===== config.mk =====
export PLATFORM = sky130hd
export DESIGN_NAME = tri_pixel_frame
export DESIGN_NICKNAME = d
export VERILOG_FILES = /design/src/rtl/tri_pixel_frame.sv
export SDC_FILE = /design/constraint.sdc
export NUM_CORES = 1
export LEC_CHECK = 0
export ABC_AREA = 1
export BUFFER_PORTS_ARGS = -buffer_cell sky130_fd_sc_hd__buf_2
export CAP_MARGIN = 10
export CORE_MARGIN = 8
export CORE_UTILIZATION = 50
export CTS_CLUSTER_DIAMETER = 60
export DETAILED_ROUTE_END_ITERATION = 7
export PLACE_DENSITY = 0.73
export SKIP_CTS_REPAIR_TIMING = 1
export SLEW_MARGIN = 5
export SYNTH_ARGS = -nofsm -noshare
export SYNTH_HDL_FRONTEND = slang
export SYNTH_SLANG_ARGS = --single-unit
export TNS_END_PERCENT = 100

===== constraint.sdc =====
create_clock -name clk -period 2.1 [get_ports clk]
set_input_delay 0.42 -clock clk [delete_from_list [all_inputs] [get_ports clk]]
set_output_delay 0.42 -clock clk [all_outputs]
set_load 0.02 [all_outputs]

===== src/rtl/tri_pixel_frame.sv =====
// ---------------------------------------------------------------------------
// tri_pixel_frame
//   Downstream stage of the right-angled triangle renderer. Captures the
//   renderer pixel stream (po/xo/yo, framed by busy_in) into a 2^CW x 2^CW
//   on-chip bitmap while counting unique pixels. When a triangle completes,
//   the bitmap is drained row by row over a valid/ready handshake.
//
//   Optional feature macro: FB_ACCUM_EN
//     defined   : bitmap and pix_cnt accumulate across triangles until clr
//     undefined : bitmap and pix_cnt are cleared at every triangle start
//
// Ports
//   clk         rising-edge clock
//   reset       asynchronous, active-low reset
//   busy_in     renderer busy, high for the duration of one triangle
//   po          pixel strobe; xo/yo valid when high
//   xo, yo      pixel coordinates
//   clr         clear bitmap and counter (honoured only in IDLE)
//   row_ready   downstream accepts the presented row
//   row_valid   row_idx/row_data valid
//   row_idx     row number being presented
//   row_data    bitmap row; bit i = pixel (x=i, y=row_idx)
//   pix_cnt     unique pixels currently set in the bitmap
//   frame_done  one-cycle pulse after the last row is accepted
//   overrun     sticky: triangle started while draining
// ---------------------------------------------------------------------------
module tri_pixel_frame #(
    parameter int unsigned CW    = 3,
    parameter int unsigned CNT_W = 2 * CW + 1
) (
    input  logic                  clk,
    input  logic                  reset,
    input  logic                  busy_in,
    input  logic                  po,
    input  logic [CW-1:0]         xo,
    input  logic [CW-1:0]         yo,
    input  logic                  clr,
    input  logic                  row_ready,
    output logic                  row_valid,
    output logic [CW-1:0]         row_idx,
    output logic [(1<<CW)-1:0]    row_data,
    output logic [CNT_W-1:0]      pix_cnt,
    output logic                  frame_done,
    output logic                  overrun
);

    localparam int unsigned GW       = 1 << CW;
    localparam int unsigned LAST_ROW = GW - 1;
    localparam logic [CNT_W-1:0] CNT_MAX = CNT_W'(GW * GW);

    typedef enum logic [1:0] {
        S_IDLE    = 2'd0,
        S_CAPTURE = 2'd1,
        S_DRAIN   = 2'd2
    } state_t;

    state_t        state;
    logic          busy_q;
    logic [GW-1:0] bitmap [GW];

    logic          rise_c;
    logic          fall_c;
    logic          capture_px_c;
    logic          px_new_c;
    logic          clear_c;
    logic [GW-1:0] px_mask_c;
    logic [GW-1:0] first_row_c;

    // Edge detect, pixel decode and clear qualification
    always_comb begin
        rise_c       = busy_in & ~busy_q;
        fall_c       = ~busy_in & busy_q;
        capture_px_c = (state == S_CAPTURE) && po;
        px_mask_c    = GW'(1) << xo;
        px_new_c     = (bitmap[yo] & px_mask_c) == '0;
`ifdef FB_ACCUM_EN
        clear_c      = (state == S_IDLE) && clr;
`else
        clear_c      = (state == S_IDLE) && (clr || rise_c);
`endif
        // Row 0 as it will look after this edge, so a pixel landing in the
        // fall cycle is already visible in the first drained row.
        first_row_c  = bitmap[0];
        if (capture_px_c && (yo == '0)) begin
            first_row_c = bitmap[0] | px_mask_c;
        end
    end

    // Bitmap storage and unique-pixel counter
    always_ff @(posedge clk or negedge reset) begin
        if (!reset) begin
            for (int i = 0; i < GW; i++) begin
                bitmap[i] <= '0;
            end
            pix_cnt <= '0;
        end else if (clear_c) begin
            for (int i = 0; i < GW; i++) begin
                bitmap[i] <= '0;
            end
            pix_cnt <= '0;
        end else if (capture_px_c) begin
            bitmap[yo] <= bitmap[yo] | px_mask_c;
            if (px_new_c && (pix_cnt != CNT_MAX)) begin
                pix_cnt <= pix_cnt + CNT_W'(1);
            end
        end
    end

    // Control FSM with registered drain outputs
    always_ff @(posedge clk or negedge reset) begin
        if (!reset) begin
            state      <= S_IDLE;
            busy_q     <= 1'b0;
            row_valid  <= 1'b0;
            row_idx    <= '0;
            row_data   <= '0;
            frame_done <= 1'b0;
            overrun    <= 1'b0;
        end else begin
            busy_q     <= busy_in;
            frame_done <= 1'b0;
            case (state)
                S_IDLE: begin
                    if (rise_c) begin
                        state <= S_CAPTURE;
                    end
                end
                S_CAPTURE: begin
                    if (fall_c) begin
                        state     <= S_DRAIN;
                        row_idx   <= '0;
                        row_valid <= 1'b1;
                        row_data  <= first_row_c;
                    end
                end
                S_DRAIN: begin
                    // A triangle arriving mid-drain is dropped; drain proceeds
                    if (rise_c) begin
                        overrun <= 1'b1;
                    end
                    if (row_ready) begin
                        if (row_idx == CW'(LAST_ROW)) begin
                            state      <= S_IDLE;
                            row_valid  <= 1'b0;
                            row_idx    <= '0;
                            row_data   <= '0;
                            frame_done <= 1'b1;
                        end else begin
                            row_idx  <= row_idx + CW'(1);
                            row_data <= bitmap[row_idx + CW'(1)];
                        end
                    end
                end
                default: begin
                    state <= S_IDLE;
                end
            endcase
        end
    end

endmodule


=== Word-level counts from Yosys, hierarchy flattened ===
Index checks and enable logic that the tools add are counted.

* Bits in registers: 88
* Bits in latches: 0
* Bits in writable memories: 0
* Bits in read-only memories: 0
* Input bits: 12
* Logic and storage cells: 91
* Memories: 0

* Add/sub/neg operators: 2
* Multiply operators: 0
* Div/mod/pow operators: 0
* $lt $le $gt $ge: 3
* Equal/unequal tests: 8
* Shifts and indexed selects: 1
* Multiplexer cells: 35
* Bitwise logic cells: 9
* Reductions and logical operators: 17

{| class="wikitable"
|+ Operators by type and width
! cell !! number
|-
| $mux 64 || 2
|-
| $mux 8 || 9
|-
| $bwmux 64 || 1
|-
| $bmux 8 s3 || 2
|-
| $demux 8 s3 || 1
|-
| $mux 7 || 3
|-
| $or 8x8->8 || 2
|-
| $pmux 8 s2 || 1
|-
| $mux 3 || 3
|-
| $and 8x8->8 || 1
|-
| $ge 4x4->1 const B || 2
|-
| $logic_not 8->1 || 1
|-
| $mux 2 || 4
|-
| $ne 2x2->1 const B || 4
|-
| $not 3->4 || 2
|-
| $reduce_and 4->1 || 2
|-
| $shl 1x3->8 const A || 1
|-
| $add 7x1->7 const B || 1
|-
| $ne 7x7->1 const B || 1
|-
| $mux 1 || 6
|-
| $pmux 2 s3 || 1
|-
| $pmux 3 s2 || 1
|-
| $reduce_bool 2->1 || 3
|-
| $logic_and 1x1->1 || 5
|-
| 13 further kinds || 16
|}

=== Logic depth before layout (Yosys ltp) ===
Gate-level depths: netlist (run 1).

* Depth in word-level cells: 10
* Gate-level depth with buffers: 15
* Mapped depth without buffers: 14

=== Least setup slack after synthesis (run 1) ===
Ideal clock, no wire load.

* Kind: reg-to-reg
* Start point: register row_idx[0]
* End point: register row_data[7]
* Setup time: 135 ps
* Arrival: 1,704 ps
* Setup slack: 262 ps
* Stages on the path, launching flop included: 8
* Path buffers: 2
* Clock period less this slack: 1,838 ps
* Path through: dfrtp_1 > ha_1 > ha_1 > buf_1 > clkbuf_1 > nand3_1 > o211ai_1 > a31oi_1

* Cells in the longest elaborated chain, start to end: 8

{| class="wikitable"
|+ RTL lines
! item !! RTL line !! RTL
|-
| start: declaration || 40 || <nowiki>output logic [CW-1:0] row_idx,</nowiki>
|-
| start signal: assignment || 149 || <nowiki>row_idx <= row_idx + CW'(1);</nowiki>
|-
| $add 3x1->3 || 150 || <nowiki>row_data <= bitmap[row_idx + CW'(1)];</nowiki>
|-
| $not 3->4 (implied by the code) || 150 ||
|-
| $bmux 8 s3 || 150 ||
|-
| $mux 8 (implied by the code) (2 in a row) || 150 ||
|-
| $mux 8 * || 142 || <nowiki>if (row_idx == CW'(LAST_ROW)) begin</nowiki>
|-
| $mux 8 * || 141 || <nowiki>if (row_ready) begin</nowiki>
|-
| $pmux 8 s2 * || 122 || <nowiki>case (state)</nowiki>
|-
| end signal: assignment || 133 || <nowiki>row_data <= first_row_c;</nowiki>
|-
| end signal: assignment || 150 ||
|-
| end: declaration || 41 || <nowiki>output logic [(1<<CW)-1:0] row_data,</nowiki>
|}

Every way passes the cells marked *; elsewhere a longest branch is shown, timed or not. The select of a mux whose other input is x is not followed.
A chain may end at the register's enable or synchronous reset.

=== Worst setup path in the final report (run 1) ===
Same ends and word-level chain as after synthesis.

==> results of run 1 <==
==> metal layers <==
metal | track usage (%) | routed length, um
met1 | 28.41 | 6058
met2 | 34.09 | 6532
met3 | 4.033 | 1040
met4 | 6.741 | 249
met5 | 0 | 0
==> where the power goes <==
| part | internal (uW) | total (uW) | switching, uW |
|---|---|---|---|
| clock network | 575 | 1170 | 597 |
| logic | 714 | 2290 | 1570 |
| registers | 1900 | 2040 | 141 |
==> worst paths after layout <==
| path | to | startpoint | depth (start not counted) |
|---|---|---|---|
| hold reg to reg | overrun | overrun | 1 |
| hold / removal | busy_q | busy_in | 1 |
| setup reg to reg | row_data[7] | row_idx[0] | 6 |
| min in group asynchronous | row_data[0] | reset | 2 |
| max in group asynchronous | bitmap[11] | reset | 3 |
| setup / recovery | row_data[7] | row_idx[0] | 6 |
==> logic make-up after synthesis <==
family | count (synthesis)
buffers and inverters | 117
AOI/OAI and AO/OA | 155
and+or+nand+nor | 318
DFF | 88
adders and majority gates | 4
xor gates and xnor gates | 5
==> critical path, cell delays in order, from the launching register on <==
cell        delay, ps
dfrtp_1           360
buf_4             420
clkinvlp_4        400
o21ai_0           270
nand2_1            70
o211ai_1          200
a31oi_1           110
==> per-stage QoR <==
stage	hold slack [ps]	std cells	setup slack, ps
finish	188.2	862	153.8
global route	188.2	862	25.39
CTS	-14.85	859	52.21
detailed placement	378.0	844	72.02
global placement	373.6	844	109.5
floorplan	124.4	687	261.6
==> area by class of cell <==
| cell class | instances | area share (%) |
|---|---|---|
| Sequential cell | 88 | 39.36 |
| Timing Repair inverter | 1 | 0.1342 |
| Clock inverter | 3 | 0.7603 |
| Timing Repair Buffer | 54 | 6.351 |
| Clock buffer | 12 | 2.594 |
| Multi-Input combinational cell | 482 | 41.57 |
| Inverter | 89 | 6.261 |
| Tap cell | 133 | 2.974 |
==> synthesized netlist by cell type (all sizes together) <==
cell type,count
a2111oi,1
a21o,1
a21oi,25
a22o,6
a31oi,8
buf,15
clkbuf,13
clkinv,2
dfrtp,88
ha,4
inv,87
nand2,208
nand3,49
nand3b,2
nand4,1
nor2,45
nor3,13
o211ai,12
o21ai,75
o22ai,27
xor2,5
==> flip-flops by register name, indices dropped and copies added (netlist names) <==
| register | flops |
|---|---|
| bitmap | 64 |
| busy_q | 1 |
| frame_done | 1 |
| overrun | 1 |
| pix_cnt | 7 |
| row_data | 8 |
| row_idx | 3 |
| row_valid | 1 |
| state | 2 |
==> summary.txt, run 1 <==
Timing
  – Fmax: 513.8 MHz
  – Relative slew margins: 56.83%
  – Clk_skew: 9.665 ps
  – Worst-margin pin slew: between 600 and 700 ps
  – Final setup TNS: 0 ps
  – Final hold vios: 0
  – Fin crit period: 1946 ps
  – # setup viols final: 0
  – Fin crit share: 92.68%
  – Final Max Slew Viols: 0
  – RSZ-0062 raised after global routing: no

Routing
  – Drt total wl: about 14000 um
  – Routed Antenna Nets: 0
  – Via count of the routed design: 4802
  – TritonRoute pass-1 iters: 5
  – Initial DRC Count: around 430
  – DRC viols: 0
  – Vias/cell: about 5.6
  – Wire per inst: 16.10 um

Clock network
  – Inserted Clock Buffers: 9
  – CTS H-Tree Depth: 3
  – CTS tree: done
  – CTS Buffer Depth: 2
  – Reg clk slew, reported paths: around 90 ps
  – Sinks on Clock Net: ~90
  – Worst-skew pair later-pin latency: 370 ps
  – Clk root buf: clkbuf_8

Global route
  – First-pass GRT wire length: 22510 um
  – Largest net degree at the start of global routing: 59
  – Grt total ovfl: 0
  – Vias in the first global route: between 4000 and 5000
  – Initial antenna violation count: 0
  – Total GRT Usage: about a fifth

Logic synthesis
  – Share of Yosys cell area claimed by the top area cell type: a little over two fifths
  – Post-synthesis sequential area ratio: 43.55%
  – YS warnings: 0
  – Synth area leaders: dfrtp_1, nand2_1, o21ai_0
  – Simple-gate share of the synthesized area: 26.78%
  – Compound-Gate Fraction of Synth Area: 17.37%
  – Xor/xnor cell area share of the yosys netlist: 0.8661%
  – Post-Synthesis Cells: 687
  – Yosys reg bits: 88
  – Post-synthesis mux area share: 0%
  – Largest family of logic cells by synthesized area: simple AND/OR/NAND/NOR gates
  – Largest area contributor in the netlist: dfrtp_1
  – Syn Nets: 703
  – Synth unique cells: 34
  – Adder-Cell Fraction of Synth Area: 0.9899%
  – Mean Syn Cell Area: around 7.4 um2
  – Mapped Area: 5056 um2

Die
  – Standard-cell row count: 36
  – Die width: 116.6 um
  – Top Ports: 33
  – Die H: 116.6 um
  – Placeable Area: 9819 um2
  – Die area: 13590 um2
  – Starting density of the core: 51.49%

Layout
  – Most common cell after layout, fill and taps aside: nand2_1
  – Synth-to-Final Area Change: 10.67%
  – Commonest non-fill, non-tap cells in the layout: nand2_1, dfrtp_1, inv_1, o21ai_0, nand3_1
  – Ant diodes: 0
  – Post-route cell area: approximately 5600 um2
  – Filler instances: ~950
  – Seq. cell area: 2202 um2
  – Nets@finish: around 740
  – Area of the multi-input gates: around 2300 um2
  – Layout cells sized above 1: between 10% and 20%
  – Final core occ: 56.98%

Critical path
  – Worst Setup End Kind: flip-flop
  – Largest fanout on the critical path: 47
  – Critical path startpoint category: flip-flop
  – WP data required: 2350 ps
  – R2r setup slk: 150 ps
  – Setup Crit Path Kind: flip-flop to flip-flop
  – Worst Path Arrival: 2200 ps

Power and ir drop
  – Final Total Pwr: 5500 uW
  – PD cells: 983.0 nW/um2
  – Leak: between 0.002 and 0.003 uW
  – Worst vdd ir: 0.6420 mV

Min path
  – Worst hold path type: input port to flip-flop

Place
  – Placed cell areas: 5379 um2
  – Final HPWL DP: 10170 um
  – Placer congestion estimate: 0.8875
  – Port Buffer Count: 32

Run
  – Maximum capacitance violations: 0

Status
  – Status: completed
Power figures use the tool's default switching activity.
==> run 2: changes to the inputs <==
--- a/config.mk
+++ b/config.mk
@@ -5,7 +5,6 @@
 export SDC_FILE = /design/constraint.sdc
 export NUM_CORES = 1
 export LEC_CHECK = 0
-export ABC_AREA = 1
 export BUFFER_PORTS_ARGS = -buffer_cell sky130_fd_sc_hd__buf_2
 export CAP_MARGIN = 10
 export CORE_MARGIN = 8
@@ -14,7 +13,6 @@
 export DETAILED_ROUTE_END_ITERATION = 7
 export PLACE_DENSITY = 0.73
 export SKIP_CTS_REPAIR_TIMING = 1
-export SLEW_MARGIN = 5
 export SYNTH_ARGS = -nofsm -noshare
 export SYNTH_HDL_FRONTEND = slang
 export SYNTH_SLANG_ARGS = --single-unit
==> run 2 against run 1 <==
  * Clock power is 23% higher
  * Hold slack worse by 23 ps
  * Non-clock buffer count is 30 higher
  * Clock-buffer cell count is 3 lower
  * Global-route usage fell by 0.83 points
  * Wire length fell by 6.7%
  * Worst setup slack got worse by 110 ps
  * Die area fell by 5.3%
  * Cell area rose by 1.1%
  * Final cell count decreased by 24%
  * Critical path type unchanged
==> summary.txt, run 2 <==
Clock network
  – Inserted Clock Buffers: 9
  – Clk root buf: clkbuf_8
  – CTS tree: done
  – CTS H-Tree Depth: 3
  – Sinks on Clock Net: 88
  – Reg clk slew, reported paths: 100 ps
  – CTS Buffer Depth: 2
  – Worst-skew pair later-pin latency: 380 ps

Die
  – Die H: 113.5 um
  – Starting density of the core: 51.39%
  – Standard-cell row count: 35
  – Placeable Area: 9240 um2
  – Die width: approximately 110 um
  – Die area: between 10000 and 15000 um2
  – Top Ports: 33

Timing
  – WHS: 165.5 ps
  – Final setup TNS: 0 ps
  – Fin crit share: about 100%
  – Final Max Slew Viols: 0
  – Fmax: 486.7 MHz
  – # setup viols final: 0
  – Relative slew margins: between 60% and 70%
  – RSZ-0062 raised after global routing: yes
  – Clk_skew: between 15 and 20 ps
  – Worst-margin pin slew: 529.8 ps
  – Fin crit period: 2055 ps
  – Final hold vios: 0

Logic synthesis
  – Post-Synthesis Cells: 457
  – Most common cell in the netlist: dfrtp_1
  – Synth unique cells: 46
  – EDFF count, synth: 0
  – Syn Nets: 473
  – Share of Yosys cell area claimed by the top area cell type: 46.38%
  – Yosys reg bits: 88
  – Largest area contributor in the netlist: dfrtp_1
  – Most used DFF post-synth: dfrtp_1
  – Mean Syn Cell Area: 10.39 um2
  – Post-synthesis sequential area ratio: around 46%
  – Mapped Area: 4748 um2
  – Asr flop ratio synth: 100.0%
  – Synth area leaders: dfrtp_1, mux4_2, nand3_1
  – YS warnings: 0
  – Commonest cells in the netlist: dfrtp_1, nand3_1, o21ai_1

Layout
  – Most common cell after layout, fill and taps aside: dfrtp_1
  – Max FFs per register: 64
  – Top Registers: bitmap (64), row_data (8), pix_cnt (7)
  – Layout cells sized above 1: 25.24%
  – Top reg by flops: bitmap
  – Ant diodes: 0
  – Nets@finish: 534
  – Synth-to-Final Area Change: 19.13%
  – Seq. cell area: 2202 um2
  – Area of the multi-input gates: 2395 um2
  – Final core occ: 61.22%
  – Post-route cell area: 5657 um2
  – Filler instances: ~730
  – Commonest non-fill, non-tap cells in the layout: dfrtp_1, nand3_1, o21ai_1, buf_4, buf_2

Global route
  – Largest net degree at the start of global routing: 63
  – Vias in the first global route: 3922
  – Total GRT Usage: around a fifth
  – First-pass GRT wire length: about 21000 um
  – Initial antenna violation count: 0
  – Grt total ovfl: 0

Routing
  – TritonRoute pass-1 iters: 5
  – Initial DRC Count: 438
  – Drt total wl: 12950 um
  – Via count of the routed design: between 4000 and 5000
  – Routed Antenna Nets: 0
  – Wire per inst: 19.86 um
  – Vias/cell: approximately 6.3
  – DRC viols: 0

Status
  – Status: completed

Place
  – Placer congestion estimate: 0.9002
  – Placed cell areas: 5314 um2
  – Final HPWL DP: 8807 um
  – Port Buffer Count: 32

Critical path
  – Worst Path Arrival: 2330 ps
  – Worst Setup End Kind: flip-flop
  – Largest fanout on the critical path: 6
  – Critical path startpoint category: flip-flop
  – WP data required: 2370 ps
  – Setup Crit Path Kind: flip-flop to flip-flop

Power and ir drop
  – Worst vdd ir: 0.4483 mV
  – Leak: 0.002474 uW
  – Final Total Pwr: 5355 uW
  – PD cells: 946.7 nW/um2

Min path
  – Worst hold path type: input port to flip-flop

Run
  – Maximum capacitance violations: 0
==> run 2: per-layer routing <==
metal  part of all wire [%]  GRT usage [%]
met3                    6.8          4.385
met5                      0              0
met1                     43          27.60
met2                     48          31.63
met4                    2.1          7.726
==> run 2: cell families after synthesis <==
| group | synth area share (%) |
|---|---|
| simple gates | 17.13 |
| compound gates | 14.18 |
| flops | 46.38 |
| mux | 17.50 |
| buf+inv | 3.768 |
| fa+ha+maj | 1.054 |
==> run 2: final timing paths <==
| check | cells after the start | slack, ps | from | to |
|---|---|---|---|---|
| setup / recovery | 6 | 50 | bitmap[62] | pix_cnt[3] |
| hold / removal | 1 | 170 | busy_in | busy_q |
| setup reg to reg | 6 | 50 | bitmap[62] | pix_cnt[3] |
| hold reg to reg | 1 | 460 | overrun | overrun |
| max in group asynchronous | 3 | 990 | reset | bitmap[18] |
| min in group asynchronous | 2 | 500 | reset | overrun |
==> run 2: report_power, final <==
group	internal, uW	total (uW)	switching (uW)
clock network	792	1440	643
logic	803	1890	1090
registers	1880	2030	148
==> run 2: cell type report <==
| class | instances | area share, % |
|---|---|---|
| Multi-Input combinational cell | 329 | 42.34 |
| Sequential cell | 88 | 38.93 |
| Timing Repair Buffer | 84 | 11.17 |
| Tap cell | 129 | 2.853 |
| Clock buffer | 9 | 2.190 |
| Clock inverter | 7 | 2.123 |
| Inverter | 6 | 0.3981 |
==> run 2: through the flow <==
stage	worst slack, ps	cells
final	45.41	652
after CTS	30.91	646
after floorplan	-4.634	457
after global placement	-227.4	630
after global routing	-33.03	652
after detailed placement	-255.9	630
==> run 2: worst max-delay path: stages, from the launching register on <==
cell and delay (ps):
dfrtp_1 430, mux4_2 460, mux2_4 280, a32o_2 280
a21oi_4 200, nand4_1 150, mux2i_1 150
